File: src/rtl/dlsc_pcie_s6_rxfifo.sv
// Store-and-forward receive FIFO for the Spartan-6 PCIe TRN interface.
// Words of a TLP become visible downstream only once the whole TLP has
// arrived cleanly; poisoned, truncated and oversized TLPs are discarded.
module dlsc_pcie_s6_rxfifo #(
    parameter int DATA = 32,
    parameter int ADDR = 4
) (
    input  logic            clk,
    input  logic            rst_n,
    input  logic [DATA-1:0] trn_rd,
    input  logic            trn_rsof_n,
    input  logic            trn_reof_n,
    input  logic            trn_rsrc_rdy_n,
    input  logic            trn_rerrfwd_n,
    output logic            trn_rdst_rdy_n,
    input  logic            rd_ready,
    output logic            rd_valid,
    output logic            rd_last,
    output logic [DATA-1:0] rd_data,
    output logic            err_drop
);

    typedef enum logic [1:0] {
        ST_IDLE,
        ST_PKT,
        ST_DROP
    } state_t;

    localparam logic [ADDR:0] DEPTH = {1'b1, {ADDR{1'b0}}};

    logic [DATA:0]   mem [2**ADDR];

    logic [ADDR:0]   wr_ptr;
    logic [ADDR:0]   commit_ptr;
    logic [ADDR:0]   rd_ptr;
    logic [ADDR:0]   wr_ptr_nx;
    logic [ADDR:0]   commit_ptr_nx;
    logic [ADDR-1:0] waddr;
    state_t          state;
    state_t          state_nx;
    logic            err;
    logic            err_nx;
    logic            drop_nx;
    logic            we;
    logic            full;
    logic            stall;
    logic            beat;
    logic            pop;

    assign full  = (wr_ptr - rd_ptr) == DEPTH;
    // A TLP that fills the whole buffer with nothing committed ahead of it
    // can never complete, so it must be abandoned.
    assign stall = (state == ST_PKT) && full && (commit_ptr == rd_ptr);

    // Stall is a subset of full; in DROP nothing is stored, so always ready.
    assign trn_rdst_rdy_n = (state != ST_DROP) && (full || stall);

    assign beat     = !trn_rsrc_rdy_n && !trn_rdst_rdy_n;
    assign rd_valid = (rd_ptr != commit_ptr);
    assign pop      = rd_ready && rd_valid;

    assign {rd_last, rd_data} = mem[rd_ptr[ADDR-1:0]];

    // Next-state, write-enable and pointer updates for the receive side.
    always_comb begin
        state_nx      = state;
        wr_ptr_nx     = wr_ptr;
        commit_ptr_nx = commit_ptr;
        err_nx        = err;
        drop_nx       = 1'b0;
        we            = 1'b0;
        waddr         = wr_ptr[ADDR-1:0];
        case (state)
            ST_IDLE, ST_PKT: begin
                if (stall) begin
                    wr_ptr_nx = commit_ptr;
                    err_nx    = 1'b0;
                    state_nx  = ST_DROP;
                end else if (beat) begin
                    if (!trn_rsof_n) begin
                        // A sof while in PKT abandons the partial TLP; writing at
                        // commit_ptr covers both that rewind and the IDLE case,
                        // where wr_ptr already equals commit_ptr.
                        drop_nx   = (state == ST_PKT);
                        we        = 1'b1;
                        waddr     = commit_ptr[ADDR-1:0];
                        wr_ptr_nx = commit_ptr + 1'b1;
                        err_nx    = !trn_rerrfwd_n;
                        state_nx  = ST_PKT;
                    end else if (state == ST_PKT) begin
                        we        = 1'b1;
                        wr_ptr_nx = wr_ptr + 1'b1;
                        err_nx    = err || !trn_rerrfwd_n;
                    end else begin
                        drop_nx   = 1'b1;
                    end
                    if (we && !trn_reof_n) begin
                        if (err_nx) begin
                            wr_ptr_nx = commit_ptr;
                            drop_nx   = 1'b1;
                        end else begin
                            commit_ptr_nx = wr_ptr_nx;
                        end
                        err_nx   = 1'b0;
                        state_nx = ST_IDLE;
                    end
                end
            end
            ST_DROP: begin
                if (beat && !trn_reof_n) begin
                    drop_nx  = 1'b1;
                    state_nx = ST_IDLE;
                end
            end
            default: begin
                state_nx = ST_IDLE;
            end
        endcase
    end

    // Data storage; contents are don't-care until committed, so no reset.
    always_ff @(posedge clk) begin
        if (we) begin
            mem[waddr] <= {!trn_reof_n, trn_rd};
        end
    end

    // State, pointers, error latch and drop pulse registers.
    always_ff @(posedge clk or negedge rst_n) begin
        if (!rst_n) begin
            state      <= ST_IDLE;
            wr_ptr     <= '0;
            commit_ptr <= '0;
            rd_ptr     <= '0;
            err        <= 1'b0;
            err_drop   <= 1'b0;
        end else begin
            state      <= state_nx;
            wr_ptr     <= wr_ptr_nx;
            commit_ptr <= commit_ptr_nx;
            err        <= err_nx;
            err_drop   <= drop_nx;
            if (pop) begin
                rd_ptr <= rd_ptr + 1'b1;
            end
        end
    end

endmodule

File: config.mk
export PLATFORM = sky130hd
export DESIGN_NAME = dlsc_pcie_s6_rxfifo
export DESIGN_NICKNAME = d
export VERILOG_FILES = /design/src/rtl/dlsc_pcie_s6_rxfifo.sv
export SDC_FILE = /design/constraint.sdc
export NUM_CORES = 1
export LEC_CHECK = 0
export BUFFER_PORTS_ARGS = -buffer_cell sky130_fd_sc_hd__buf_2
export CAP_MARGIN = 10
export CORE_MARGIN = 2
export CORE_UTILIZATION = 50
export DETAILED_ROUTE_END_ITERATION = 12
export PLACE_DENSITY_LB_ADDON = 0.15
export SLEW_MARGIN = 20
export SYNTH_ARGS = -nofsm -noshare
export SYNTH_HDL_FRONTEND = slang
export SYNTH_SLANG_ARGS = --single-unit
File: constraint.sdc
create_clock -name clk -period 7.7 [get_ports clk]
set_clock_uncertainty 0.15 [all_clocks]
set_input_delay 0.77 -clock clk [delete_from_list [all_inputs] [get_ports clk]]
set_output_delay 0.77 -clock clk [all_outputs]
set_load 0.01 [all_outputs]
==> flow_summary.ini <==
[layout]
finish.utilization_pct = 57.7
fillers = 3015
multi_input_area_um2 = 4830
fin_nets = 1059
antenna_cells = 0
area_delta_synth_final_pct = 13.8
finalInstanceArea_um2 = 24200
drive_gt1_share_pct = 35.1
ff_latch_area_um2 = 16300

[critical_path]
r2r_slack_ns = 3.21
r2r-end = mem[2][29]
reg2reg_from = rd_ptr[1]
critPathMaxFanout = 61
critPathMaxStageDelay_ns = 0.82
critPathLaunchType = flip-flop
critical_path_class = reg -> out
cp-end-kind = output pin
arrival_ns = 4.03
r2r_cells = 9
cpMaxStageDelayCell = buf_4
cp_cell_sequence = buf_4, buf_4, mux4_2, mux4_2, buf_2
required_ns = 6.78

[floorplan]
io_pins = 75
dieHeight_um = 210
die_area_um2 = 44200
dieWidth_um = 210
rows = 75
core_area_um2 = 41900
start_util_pct = 50.7

[clock_tree]
path_clk_slew_ns = 0.06
cts_tree = built
cts.htree.levels = 2
clock_sinks = 547
clk_latency_ns = 0.59
cts_buffers = 55
cts_setup_buffers = 0
cts_root_buffer = clkbuf_16
clockBufferDepth = 3

[global_routing]
grt_overflow = 0
grt_pass1_vias = 10100
antenna_found_initial = 1
grt_usage_pct = 20.8
grt_max_degree = 62
grt_pass1_wl_um = 66000

[synth]
synth_flop_cell = edfxtp_1
synth_top_cell_by_area = edfxtp_1
avgSynthCellArea_um2 = 23.6
synth_fp_nets = 949
synthTopCellsByCount = edfxtp_1, mux4_2, nor2_1
ys_ff_latch = 547
synth_most_common_cell = edfxtp_1
ys_async_sr_fraction_pct = 3.47
syn_inst = 902
yosysUniqueCellTypes = 47
yosys.area_share.adder_pct = 0.471
synthSimpleGateAreaFrac_pct = 2.13
synth_compound_area_share_pct = 0.742
yosysTopAreaCellShare_pct = 74.6
synth_top_family_by_area = multiplexers
syn-cell-area_um2 = 21300
synth-warning-count = 0
synth_edf_count = 528
synth.area.mux_share_pct = 18.0
ys_seq_area_share_pct = 76.8
yosys.area_share.xor_xnor_pct = 0.859
synth.area.top_cells = edfxtp_1, mux4_2, dfrtp_1

[routing]
wl_per_cell_um = 27.6
dr.pass1.iters = 5
viasPerCell = 5.98
postRouteAntennaNets = 0
routed_wl_um = 44100
drtIter0Drc = 743
route.detailed.drc = 0
via_count = 9538

[sta]
hold_viol_final = 0
rsz0062_at_grt = no
maxSlewHeadroom_pct = 33.3
tns_ns = 0
finalCritPeriodShare_pct = 64.3
period_minus_slack_ns = 4.95
holdWs_ns = 0.334
slew_viol_final = 0
fmax_mhz = 202
worst_pin_slew_ns = 1.00
finalSetupViolations = 0

[power_and_ir_drop]
pwr-share-seq_pct = 42.4
power_density_nw_per_um2 = 365
ir_worst_vdd_uv = 245
finalPower_mw = 8.84
switching_share_pct = 29.0
clock_power_share_pct = 28.7
p_leak_nw = 7.72
p_int_mw = 6.27
p_switching_mw = 2.57
pwr-share-comb_pct = 29.0

[worst_hold_path]
hp-start = trn_rsrc_rdy_n
holdPathEnd = state[1]
min_path_cells = 3
hold_path_class = in -> reg

[placement]
hpwlAfterDp_um = 24300
gp_congestion = 0.777
port_buffers = 74
dpl-instance-area_um2 = 22500

[job]
maxCapViolCount = 0

[outcome]
status = finished, final reports clean
worst max path at each step:
| stage | start | to | slack, ns |
|---|---|---|---|
| CTS | rd_ptr[0] | rd_data[17] | 2.58 |
| global placement | rd_ptr[1] | mem[1][24] | 3.21 |
| floorplan | rd_ptr[1] | mem[10][0] | 2.97 |
| finish | rd_ptr[1] | rd_data[20] | 2.75 |
| global route | rd_ptr[0] | rd_data[14] | 2.43 |
| detailed placement | rd_ptr[0] | mem[1][24] | 3.20 |
power by group through the flow:
stage                     clock, mW  combinational (mW)  sequential, mW
final                          2.53                2.56            3.74
after global routing           2.71                2.75            3.78
after CTS                      2.59                2.62            3.75
after detailed placement          0                2.61            3.81
after global placement            0                2.59            3.81
after floorplan                   0                1.89            3.69
cells by family after synthesis:
family                   count (synthesis)
buffers and inverters                   52
AO/OA/AOI/OAI                           22
flip-flops                             547
adder cells (fa/ha/maj)                  8
multiplexers                           175
XOR/XNOR                                20
AND/OR/NAND/NOR                         78
final cells by class:
type                            count  share of cell area (%)
Clock buffer                       70                    6.01
Multi-Input combinational cell    303                    20.0
Clock inverter                     30                    1.04
Inverter                            6                  0.0931
Sequential cell                   547                    67.5
Timing Repair Buffer               99                    2.58
Tap cell                          539                    2.79
through the flow:
step / setup slack, ns / cells
2_1_floorplan: 2.97 / 902
3_3_place_gp: 3.21 / 1489
3_5_place_dp: 3.20 / 1493
4_1_cts: 2.58 / 1594
5_1_grt: 2.43 / 1594
6_report: 2.75 / 1594
worst max-delay path, delay by kind of cell, from the launching register on:
kind / cells / cell delay (ns)
buffers and inverters: 3 / 1.67
DFF: 1 / 0.69
muxes: 2 / 0.95
placed cells by master (no fill, tap or decap), drive strengths merged, types with 3 or more instances in the layout:
| master | instances |
|---|---|
| mux2i | 6 |
| nand4 | 5 |
| ha | 8 |
| nor2b | 5 |
| bufinv | 4 |
| mux4 | 165 |
| a21oi | 4 |
| nor2 | 30 |
| dfrtp | 19 |
| mux2 | 4 |
| xnor2 | 10 |
| nor3b | 3 |
| a221o | 4 |
| clkbuf | 70 |
| o21ai | 6 |
| nand3 | 4 |
| clkinv | 23 |
| xor2 | 10 |
| nand2 | 12 |
| and3 | 3 |
| nand2b | 3 |
| edfxtp | 528 |
| inv | 7 |
| buf | 98 |
repair_timing:
item                                   CTS  global route
hold buffers                             1             0
endpoints found under the hold margin   19             0
gates resized for setup                  0             0
registers in the layout, indices dropped and copies added, names as in the netlist:
name / cells
err: 1
commit_ptr: 5
err_drop: 1
wr_ptr: 5
rd_ptr: 5
state: 2
mem: 528
routing by layer:
layer  global-route usage, %  vias up  routed length [um]
met3                    3.56       65                2250
met2                    33.2      250               21500
met5                       0        -                  13
li1                        -     4064                   -
met1                    30.0     5157               19400
met4                    6.09        2                 952
Power figures use the tool's default switching activity.
